File: config.mk
export PLATFORM = sky130hd
export DESIGN_NAME = axi4_stream_fifo_flat
export DESIGN_NICKNAME = d
export VERILOG_FILES = /design/src/rtl/axi4_stream_pkg.sv /design/src/rtl/axi4_stream_if.sv /design/src/rtl/axi4_stream_fifo_mem.sv /design/src/rtl/axi4_stream_fifo.sv /design/src/flat_wrapper.sv
export SDC_FILE = /design/constraint.sdc
export NUM_CORES = 1
export LEC_CHECK = 0
export CAP_MARGIN = 10
export CORE_MARGIN = 3
export CORE_UTILIZATION = 55
export DETAILED_ROUTE_END_ITERATION = 7
export MAX_ROUTING_LAYER = met4
export PLACE_DENSITY = 0.75
export SETUP_SLACK_MARGIN = 0.3
export SKIP_LAST_GASP = 1
export SLEW_MARGIN = 20
export SYNTH_ARGS = -nofsm -noshare
export SYNTH_HDL_FRONTEND = slang
export SYNTH_SLANG_ARGS = --single-unit
File: constraint.sdc
create_clock -name clk_i -period 6.2 [get_ports clk_i]
set_input_delay 1.24 -clock clk_i [delete_from_list [all_inputs] [get_ports clk_i]]
set_output_delay 1.24 -clock clk_i [all_outputs]
set_load 0.01 [all_outputs]
File: src/rtl/axi4_stream_pkg.sv
// Shared AXI4-Stream definitions.
// - Default field widths used by the stream interface and the FIFO.
// - axis_beat_width(): width of one packed beat
//   (tdata, tstrb, tkeep, tlast, tid, tdest, tuser). The FIFO uses it to size
//   its storage word.
package axi4_stream_pkg;

  localparam int AXIS_ID_WIDTH_DEF   = 8;
  localparam int AXIS_DATA_WIDTH_DEF = 32;
  localparam int AXIS_DEST_WIDTH_DEF = 4;
  localparam int AXIS_USER_WIDTH_DEF = 32;

  // Width of a packed beat. tstrb and tkeep each carry one bit per data byte,
  // and tlast is a single bit.
  function automatic int axis_beat_width(int id, int data, int dest, int user);
    return data + 2 * (data / 8) + 1 + id + dest + user;
  endfunction

endpackage

File: src/rtl/axi4_stream_if.sv
// AXI4-Stream bundle carrying one beat per handshake.
// - master modport: drives the payload and tvalid, and receives tready.
// - slave modport: receives the payload and tvalid, and drives tready.
interface axi4_stream_if #(
  parameter int ID_WIDTH   = 8,
  parameter int DATA_WIDTH = 32,
  parameter int DEST_WIDTH = 4,
  parameter int USER_WIDTH = 32
);
  logic                    tvalid;
  logic                    tready;
  logic [DATA_WIDTH-1:0]   tdata;
  logic [DATA_WIDTH/8-1:0] tstrb;
  logic [DATA_WIDTH/8-1:0] tkeep;
  logic                    tlast;
  logic [ID_WIDTH-1:0]     tid;
  logic [DEST_WIDTH-1:0]   tdest;
  logic [USER_WIDTH-1:0]   tuser;

  modport master (
    output tvalid, tdata, tstrb, tkeep, tlast, tid, tdest, tuser,
    input  tready
  );

  modport slave (
    input  tvalid, tdata, tstrb, tkeep, tlast, tid, tdest, tuser,
    output tready
  );
endinterface

File: src/rtl/axi4_stream_fifo_mem.sv
// Beat storage for axi4_stream_fifo: DEPTH words of WIDTH bits.
// - Writes are synchronous and reads are asynchronous, which lets synthesis map
//   the array to distributed RAM.
// - The array has no reset. Its contents are meaningful only where the FIFO
//   pointers say so.
// Ports:
//   clk_i   - clock
//   we_i    - write enable
//   waddr_i - write address
//   wdata_i - write word
//   raddr_i - read address
//   rdata_o - read word (combinational)
module axi4_stream_fifo_mem #(
  parameter int WIDTH = 32,
  parameter int DEPTH = 16
) (
  input  logic                     clk_i,
  input  logic                     we_i,
  input  logic [$clog2(DEPTH)-1:0] waddr_i,
  input  logic [WIDTH-1:0]         wdata_i,
  input  logic [$clog2(DEPTH)-1:0] raddr_i,
  output logic [WIDTH-1:0]         rdata_o
);

  logic [WIDTH-1:0] mem_r [DEPTH];

  // Synchronous write port.
  always_ff @(posedge clk_i) begin
    if (we_i) begin
      mem_r[waddr_i] <= wdata_i;
    end
  end

  assign rdata_o = mem_r[raddr_i];

endmodule

File: src/rtl/axi4_stream_fifo.sv
// First-word-fall-through AXI4-Stream FIFO on a single clock.
// Ports:
//   clk_i     - clock; all state changes on the rising edge
//   rst_n_i   - asynchronous active-low reset
//   s_axis    - input stream (slave); beats are written here
//   m_axis    - output stream (master); beats are read here
//   level_o   - number of beats stored, 0..DEPTH
//   pkt_cnt_o - number of stored beats that have tlast=1
//   full_o    - level_o == DEPTH
//   empty_o   - level_o == 0
module axi4_stream_fifo
  import axi4_stream_pkg::*;
#(
  parameter int ID_WIDTH   = 8,
  parameter int DATA_WIDTH = 32,
  parameter int DEST_WIDTH = 4,
  parameter int USER_WIDTH = 32,
  parameter int DEPTH      = 16
) (
  input  logic                     clk_i,
  input  logic                     rst_n_i,
  axi4_stream_if.slave             s_axis,
  axi4_stream_if.master            m_axis,
  output logic [$clog2(DEPTH):0]   level_o,
  output logic [$clog2(DEPTH):0]   pkt_cnt_o,
  output logic                     full_o,
  output logic                     empty_o
);

  localparam int AW     = $clog2(DEPTH);
  localparam int PW     = AW + 1;
  localparam int BEAT_W = axis_beat_width(ID_WIDTH, DATA_WIDTH, DEST_WIDTH, USER_WIDTH);

  // The MSB of each pointer is a wrap bit. It tells full from empty when the
  // low address bits are equal.
  logic [PW-1:0]     wr_ptr_r;
  logic [PW-1:0]     rd_ptr_r;
  logic [PW-1:0]     pkt_cnt_r;
  logic [PW-1:0]     pkt_cnt_nxt_s;
  logic              rdy_en_r;
  logic              full_s;
  logic              empty_s;
  logic              push_s;
  logic              pop_s;
  logic [BEAT_W-1:0] wr_word_s;
  logic [BEAT_W-1:0] rd_word_s;

  assign empty_s = (wr_ptr_r == rd_ptr_r);
  assign full_s  = (wr_ptr_r[AW] != rd_ptr_r[AW]) &&
                   (wr_ptr_r[AW-1:0] == rd_ptr_r[AW-1:0]);

  // tready depends only on local state. This keeps consumer back-pressure from
  // forming a combinational path to the producer.
  assign s_axis.tready = !full_s && rdy_en_r;
  assign m_axis.tvalid = !empty_s;

  assign push_s = s_axis.tvalid && s_axis.tready;
  assign pop_s  = m_axis.tvalid && m_axis.tready;

  // Beat pack and unpack. The field order is the same in both directions.
  assign wr_word_s = {s_axis.tdata, s_axis.tstrb, s_axis.tkeep, s_axis.tlast,
                      s_axis.tid, s_axis.tdest, s_axis.tuser};
  assign {m_axis.tdata, m_axis.tstrb, m_axis.tkeep, m_axis.tlast,
          m_axis.tid, m_axis.tdest, m_axis.tuser} = rd_word_s;

  axi4_stream_fifo_mem #(
    .WIDTH (BEAT_W),
    .DEPTH (DEPTH)
  ) u_mem (
    .clk_i   (clk_i),
    .we_i    (push_s),
    .waddr_i (wr_ptr_r[AW-1:0]),
    .wdata_i (wr_word_s),
    .raddr_i (rd_ptr_r[AW-1:0]),
    .rdata_o (rd_word_s)
  );

  // Enables tready from the first edge after reset is released.
  always_ff @(posedge clk_i or negedge rst_n_i) begin
    if (!rst_n_i) begin
      rdy_en_r <= 1'b0;
    end else begin
      rdy_en_r <= 1'b1;
    end
  end

  // Write and read pointers. Going past DEPTH-1 wraps by natural overflow.
  always_ff @(posedge clk_i or negedge rst_n_i) begin
    if (!rst_n_i) begin
      wr_ptr_r <= '0;
      rd_ptr_r <= '0;
    end else begin
      if (push_s) begin
        wr_ptr_r <= wr_ptr_r + PW'(1);
      end
      if (pop_s) begin
        rd_ptr_r <= rd_ptr_r + PW'(1);
      end
    end
  end

  // Next value of the packet counter. A tlast beat entering and another
  // leaving in the same cycle cancel out.
  always_comb begin
    pkt_cnt_nxt_s = pkt_cnt_r;
    case ({push_s && s_axis.tlast, pop_s && m_axis.tlast})
      2'b10:   pkt_cnt_nxt_s = pkt_cnt_r + PW'(1);
      2'b01:   pkt_cnt_nxt_s = pkt_cnt_r - PW'(1);
      default: pkt_cnt_nxt_s = pkt_cnt_r;
    endcase
  end

  // Packet counter register.
  always_ff @(posedge clk_i or negedge rst_n_i) begin
    if (!rst_n_i) begin
      pkt_cnt_r <= '0;
    end else begin
      pkt_cnt_r <= pkt_cnt_nxt_s;
    end
  end

  assign level_o   = wr_ptr_r - rd_ptr_r;
  assign pkt_cnt_o = pkt_cnt_r;
  assign full_o    = full_s;
  assign empty_o   = empty_s;

endmodule

File: src/flat_wrapper.sv
// flat-port wrapper written by rule: the top's interface ports become plain ports
module axi4_stream_fifo_flat import axi4_stream_pkg::*;
#(
  parameter int ID_WIDTH   = 8,
  parameter int DATA_WIDTH = 32,
  parameter int DEST_WIDTH = 4,
  parameter int USER_WIDTH = 32,
  parameter int DEPTH      = 16
)
  (clk_i, rst_n_i, level_o, pkt_cnt_o, full_o, empty_o, s_axis_tvalid, s_axis_tdata, s_axis_tstrb, s_axis_tkeep, s_axis_tlast, s_axis_tid, s_axis_tdest, s_axis_tuser, s_axis_tready, m_axis_tvalid, m_axis_tdata, m_axis_tstrb, m_axis_tkeep, m_axis_tlast, m_axis_tid, m_axis_tdest, m_axis_tuser, m_axis_tready);
  axi4_stream_if #(.ID_WIDTH(ID_WIDTH), .DATA_WIDTH(DATA_WIDTH), .DEST_WIDTH(DEST_WIDTH), .USER_WIDTH(USER_WIDTH)) s_axis_i ();
  axi4_stream_if #(.ID_WIDTH(ID_WIDTH), .DATA_WIDTH(DATA_WIDTH), .DEST_WIDTH(DEST_WIDTH), .USER_WIDTH(USER_WIDTH)) m_axis_i ();
  input  logic clk_i;
  input  logic rst_n_i;
  output logic [$clog2(DEPTH):0] level_o;
  output logic [$clog2(DEPTH):0] pkt_cnt_o;
  output logic full_o;
  output logic empty_o;
  input wire logic [$bits(s_axis_i.tvalid)-1:0] s_axis_tvalid;
  input wire logic [$bits(s_axis_i.tdata)-1:0] s_axis_tdata;
  input wire logic [$bits(s_axis_i.tstrb)-1:0] s_axis_tstrb;
  input wire logic [$bits(s_axis_i.tkeep)-1:0] s_axis_tkeep;
  input wire logic [$bits(s_axis_i.tlast)-1:0] s_axis_tlast;
  input wire logic [$bits(s_axis_i.tid)-1:0] s_axis_tid;
  input wire logic [$bits(s_axis_i.tdest)-1:0] s_axis_tdest;
  input wire logic [$bits(s_axis_i.tuser)-1:0] s_axis_tuser;
  output wire logic [$bits(s_axis_i.tready)-1:0] s_axis_tready;
  output wire logic [$bits(m_axis_i.tvalid)-1:0] m_axis_tvalid;
  output wire logic [$bits(m_axis_i.tdata)-1:0] m_axis_tdata;
  output wire logic [$bits(m_axis_i.tstrb)-1:0] m_axis_tstrb;
  output wire logic [$bits(m_axis_i.tkeep)-1:0] m_axis_tkeep;
  output wire logic [$bits(m_axis_i.tlast)-1:0] m_axis_tlast;
  output wire logic [$bits(m_axis_i.tid)-1:0] m_axis_tid;
  output wire logic [$bits(m_axis_i.tdest)-1:0] m_axis_tdest;
  output wire logic [$bits(m_axis_i.tuser)-1:0] m_axis_tuser;
  input wire logic [$bits(m_axis_i.tready)-1:0] m_axis_tready;
  assign s_axis_i.tvalid = s_axis_tvalid;
  assign s_axis_i.tdata = s_axis_tdata;
  assign s_axis_i.tstrb = s_axis_tstrb;
  assign s_axis_i.tkeep = s_axis_tkeep;
  assign s_axis_i.tlast = s_axis_tlast;
  assign s_axis_i.tid = s_axis_tid;
  assign s_axis_i.tdest = s_axis_tdest;
  assign s_axis_i.tuser = s_axis_tuser;
  assign s_axis_tready = s_axis_i.tready;
  assign m_axis_tvalid = m_axis_i.tvalid;
  assign m_axis_tdata = m_axis_i.tdata;
  assign m_axis_tstrb = m_axis_i.tstrb;
  assign m_axis_tkeep = m_axis_i.tkeep;
  assign m_axis_tlast = m_axis_i.tlast;
  assign m_axis_tid = m_axis_i.tid;
  assign m_axis_tdest = m_axis_i.tdest;
  assign m_axis_tuser = m_axis_i.tuser;
  assign m_axis_i.tready = m_axis_tready;
  axi4_stream_fifo #(.ID_WIDTH(ID_WIDTH), .DATA_WIDTH(DATA_WIDTH), .DEST_WIDTH(DEST_WIDTH), .USER_WIDTH(USER_WIDTH), .DEPTH(DEPTH)) u_core (.clk_i(clk_i), .rst_n_i(rst_n_i), .s_axis(s_axis_i), .m_axis(m_axis_i), .level_o(level_o), .pkt_cnt_o(pkt_cnt_o), .full_o(full_o), .empty_o(empty_o));
endmodule
After elaboration in Yosys (flattened, before gate mapping)
Memory sizes are Yosys's and may differ from the RTL's.
Cells that the tools add are included.
{ "word_totals": {"regBits": 16, "mem_bits_rw": 1360, "in_bits": 89, "out_inout_bits": 99, "elab_cells": 27, "mem_count": 1} }
{ "classes": {"add_sub_neg": 5, "n_eq_ne": 5, "mux": 3, "reduce_logical": 9} }
{ "mem_list": {"columns": ["name", "depth", "width", "read_ports", "rd_clocked_by_memory_dff", "wr", "line", "rtl"], "rows": [
  ["u_core.u_mem.mem_r", 16, 85, 1, 0, 1, "axi4_stream_fifo_mem.sv:25", "logic [WIDTH-1:0] mem_r [DEPTH];"]
]} }
{ "op_table": {"columns": ["operator", "n"], "rows": [
  ["adder 5 x 1 -> 5 bit, second input constant", 3],
  ["one-hot mux 5 bit (2 select lines)", 1],
  ["logical AND 1 bit", 6],
  ["equality test 5 bit", 1],
  ["subtractor 5 x 1 -> 5 bit, second input constant", 1],
  ["subtractor 5 bit", 1],
  ["equality test 4 bit", 1],
  ["equality test 2 x 1 -> 1 bit, second input constant", 1],
  ["equality test 2 bit, second input constant", 1],
  ["logical NOT 1 bit", 2],
  ["2-to-1 mux 1 bit", 2],
  ["nonzero test 2 bit", 1],
  ["inequality test 1 bit", 1]
]} }

Longest topological paths before layout
{ "logic_depth": {"depth_word": 8, "mapped_depth": 14, "ltp_nobuf": 12} }

Cells and area by module
A second synthesis with hierarchy kept.
{ "unflattened": {"hier_cells": 2197, "hier_area_um2": 51866.0} }
{ "modules_own_cells": {"columns": ["mod", "instances", "cells_per_inst", "area_each_um2", "seq_area_each_um2"], "rows": [
  ["axi4_stream_fifo_mem", 1, 2095, 50830.0, 40839.2],
  ["axi4_stream_fifo", 1, 102, 1036.0, 400.4]
]} }

Worst setup path after synthesis
No wires, ideal clock.
{ "synth_timing": {"kind": "reg2reg", "start": "register u_core.rd_ptr_r[1]", "end": "memory u_core.u_mem.mem_r[10][0] (netlist bit) (enable)", "setup_time_ns": 0.453, "t_arrival_ns": 3.920, "t_required_ns": 5.747, "path_slack_ns": 1.828, "path_stages_with_launch": 10, "path_buffers": 3, "synth_period_minus_slack_ns": 4.372, "cell_sequence": "dfrtp_1 > buf_2 > buf_4 > inv_1 > ha_1 > and4_1 > a21oi_1 > clkbuf_1 > and3b_1 > and2_1"} }
{ "synth_via": {"elab_chain_cells": 7} }
{ "synth_lines": {"columns": ["element", "line", "rtl"], "rows": [
  ["start: declaration", "axi4_stream_fifo.sv:37", "logic [PW-1:0] rd_ptr_r;"],
  ["start signal: assignment", "axi4_stream_fifo.sv:97", "rd_ptr_r <= rd_ptr_r + PW'(1);"],
  ["equality test 4 bit", "axi4_stream_fifo.sv:50", "(wr_ptr_r[AW-1:0] == rd_ptr_r[AW-1:0]);"],
  ["logical AND 1 bit", "axi4_stream_fifo.sv:49", "assign full_s = (wr_ptr_r[AW] != rd_ptr_r[AW]) &&"],
  ["logical NOT 1 bit", "axi4_stream_fifo.sv:54", "assign s_axis.tready = !full_s && rdy_en_r;"],
  ["logical AND 1 bit", "axi4_stream_fifo.sv:54", null],
  ["logical AND 1 bit", "axi4_stream_fifo.sv:57", "assign push_s = s_axis.tvalid && s_axis.tready;"],
  ["2-to-1 mux 1 bit", "axi4_stream_fifo_mem.sv:29", "if (we_i) begin"],
  ["2-to-1 mux 1 bit (implied by the code)", "axi4_stream_fifo_mem.sv:30", "mem_r[waddr_i] <= wdata_i;"],
  ["end: declaration", "axi4_stream_fifo_mem.sv:25", null]
]} }
Every way passes these cells.

Worst setup path in the final report
{ "layout_timing": {"start": "register u_core.rd_ptr_r[2]", "end": "output m_axis_tuser[22]"} }
{ "layout_via": {"elab_chain_cells": 1} }
{ "layout_lines": {"columns": ["element", "line", "rtl"], "rows": [
  ["memory (16 x 85 bit)", null, null],
  ["end: declaration", "flat_wrapper.sv:35", "output wire logic [$bits(m_axis_i.tuser)-1:0] m_axis_tuser;"]
]} }
Every way passes these cells.

==> reports/results.ini <==
[setup_path]
crit_path_start_kind=flop
critPathCapture=m_axis_tuser[22]
path_cells=inv_1, nor2_4, buf_12, a22oi_1, nand2_1, clkdlybuf4s50_1
crit_fanout=46
cp_slowest_cell=nor2_4
r2r_start=u_core.rd_ptr_r[1]$_DFFE_PN0P_
r2r_slack_ps=1940
crit_type=flop to output port
crit_path_end_kind=output port
critPathArrivalTime_ps=3810
critPathMaxStageDelay_ps=790
startpoint=u_core.rd_ptr_r[2]$_DFFE_PN0P_
timing.rr.end=u_core.u_mem.mem_r[10][53]$_DFFE_PP_
cp.required_ps=4960
reg2reg_depth=7

[logic_synthesis]
avgSynthCellArea_um2=23.6
synth-seq-area-share_pct=79.5
synth_largest_area_cell=edfxtp_1
synth_nets=2302
synth_most_common_cell=edfxtp_1
synthTopCellsByArea=edfxtp_1 (79%), mux4_2 (15%), a22oi_1 (2.4%), dfrtp_1 (0.77%), nand2_1 (0.70%)
synth_ff_type=edfxtp_1
ys_warn_count=0
synth_cells=2198
synth-seq-cells=1376
yosysTopAreaCellShare_pct=78.7
synth_edf_count=1360
async_flop_share_pct=1.16
synth_cell_types=38
synthesis.area_mm2=0.0519
synth_common_cells=edfxtp_1 (1360), mux4_2 (340), a22oi_1 (168)

[timing]
timing.slew.headroom_pct=26.8
max_freq_mhz=198
setup_tns_ps=0
fin_crit_sh_pct=81.5
period_minus_slack_ps=5050
setup_viol=0
grt_setup_unrepaired=no
hold_slack_ps=530
final_max_slew_viol_count=0
finalHoldViolCount=0
final.setup.worst_slack_ps=1150
finalClockSkew_ps=19.5
worstMarginPinSlew_ps=1100

[detailed_routing]
viasPerCell=6.33
avgRoutedWirePerCell_um=29.4
drc_errors=0
drt_pass1_iterations=6
dr_total_vias=24200
totalWireLength_um=112000
drt_iter0_markers=2701
ant_nets=0

[power_and_ir_drop]
p_leak_nw=18.8
vdd.ir_drop.worst_v=0.000364
power.density_mw_per_mm2=451
fin_total_pwr_mw=27.0

[layout]
synthToLayoutAreaGrowth_pct=15.3
fin_cells=3824
nets=2558
drive_gt1_share_pct=23.4
final_util_pct=64.0
fill_cells=5987
final_area_mm2=0.0598

[die]
die-area_mm2=0.0981
rows=112
core-area_mm2=0.0935
start_util_pct=55.5
die_w_um=313
ioPinCount=188
die_y_um=313

[global_route]
grt_max_degree=118
grt_pass1_wl_um=168000
grt.total_usage_pct=24.2
grt-ovfl-total=0
antenna_found_initial=14
grt_pass1_vias=25400

[clock_tree]
ctsResizeCount=0
htree_num_levels=4
cts_tree=done
clk_latency_ps=730
clock-root-buffer=clkbuf_16
holdBufCountCts=0
cts.path.max_buffers=3
cts_sinks=1376
numCtsBuffers=136
clkTransAtPathRegs_ps=60
post_cts_buffers=0

[place]
place.gp.congestion=0.784
place_ws_ps=1770
dp_hpwl_um=56200
post-place-cells=3569
place_area_mm2=0.0554
port_buffers=187

[status]
status=finished clean

[run]
drv_cap=0

[hold_path]
hp-start=u_core.wr_ptr_r[4]$_DFFE_PN0P_
hold_class=flop to flop

==> sequential cells by signal, summed over array words and instances, names as in the netlist <==
name,cells
u_core.pkt_cnt_o,5
u_core.rd_ptr_r,5
u_core.rdy_en_r,1
u_core.u_mem.mem_r,1360
u_core.wr_ptr_r,5
==> cell usage in the layout, fill, tap and decap left out, types with 2 or more instances in the layout <==
cell	netlist	final
edfxtp_1	1360	1360
mux4_2	340	340
clkdlybuf4s50_1	0	187
a22oi_1	168	168
clkbuf_16	0	140
nand2_1	97	97
clkinv_1	0	32
buf_12	0	24
buf_4	6	23
clkinv_2	0	22
clkbuf_1	49	19
diode_2	0	14
dfrtp_1	16	14
xnor2_1	13	13
ha_1	13	13
bufinv_16	0	13
inv_1	12	12
and2_4	0	8
a21oi_1	6	6
o21ai_0	6	6
inv_6	0	6
clkinvlp_4	0	5
nor2_4	0	4
and4_4	0	4
and3_4	0	4
nand4_1	3	3
xor2_1	3	3
a21o_1	3	3
clkinv_8	0	3
nor3_1	2	2
nor4_1	2	2
fa_1	2	2
dfrtp_4	0	2
==> per-layer routing <==
| metal | wire length (um) | global-route usage [%] |
|---|---|---|
| met1 | 44300 | 32.8 |
| met2 | 57100 | 38.2 |
| met3 | 8180 | 4.41 |
| met4 | 2780 | 7.56 |
| met5 | 0 | - |
==> worst min-delay path by stage <==
stage,endpoint,slack (ps),depth (start not counted)
floorplan,u_core.wr_ptr_r[4]$_DFFE_PN0P_,500,1
global placement,u_core.pkt_cnt_o[2]$_DFFE_PN0P_,510,2
detailed placement,u_core.wr_ptr_r[4]$_DFFE_PN0P_,520,1
CTS,u_core.wr_ptr_r[4]$_DFFE_PN0P_,520,1
global route,u_core.rd_ptr_r[4]$_DFFE_PN0P_,570,1
finish,u_core.wr_ptr_r[4]$_DFFE_PN0P_,530,1
==> where the power goes <==
group	switching [mW]	internal, mW
logic	4.08	3.85
clock network	3.35	4.66
registers	0.296	10.8
total	7.73	19.3
==> worst max-delay path: cells and delay by family, from the launching register on <==
kind	cells	cell delay, ps
buf+inv	3	1230
simple gates	2	1050
flops	1	620
compound gates	1	120
==> cells by family after synthesis <==
family / synth area share [%]
flip-flops: 79.5
multiplexers: 14.8
AO/OA/AOI/OAI: 2.64
AND/OR/NAND/NOR: 1.15
buffers and inverters: 1.27
XOR/XNOR: 0.270
adder cells (fa/ha/maj): 0.391
other: 0.00723
==> area by class of cell <==
| cell class | instances | area, um2 | area share [%] |
|---|---|---|---|
| clock buffers | 159 | 3570 | 5.98 |
| clock inverters | 81 | 759 | 1.27 |
| flip-flops and latches | 1376 | 41200 | 68.9 |
| repair buffers | 234 | 2520 | 4.22 |
| inverters | 12 | 45.0 | 0.0753 |
| diodes | 14 | 35.0 | 0.0586 |
| well taps | 1254 | 1570 | 2.62 |
| multi-input cells | 694 | 10100 | 16.8 |
No activity file was read; power rests on OpenSTA's default activity.
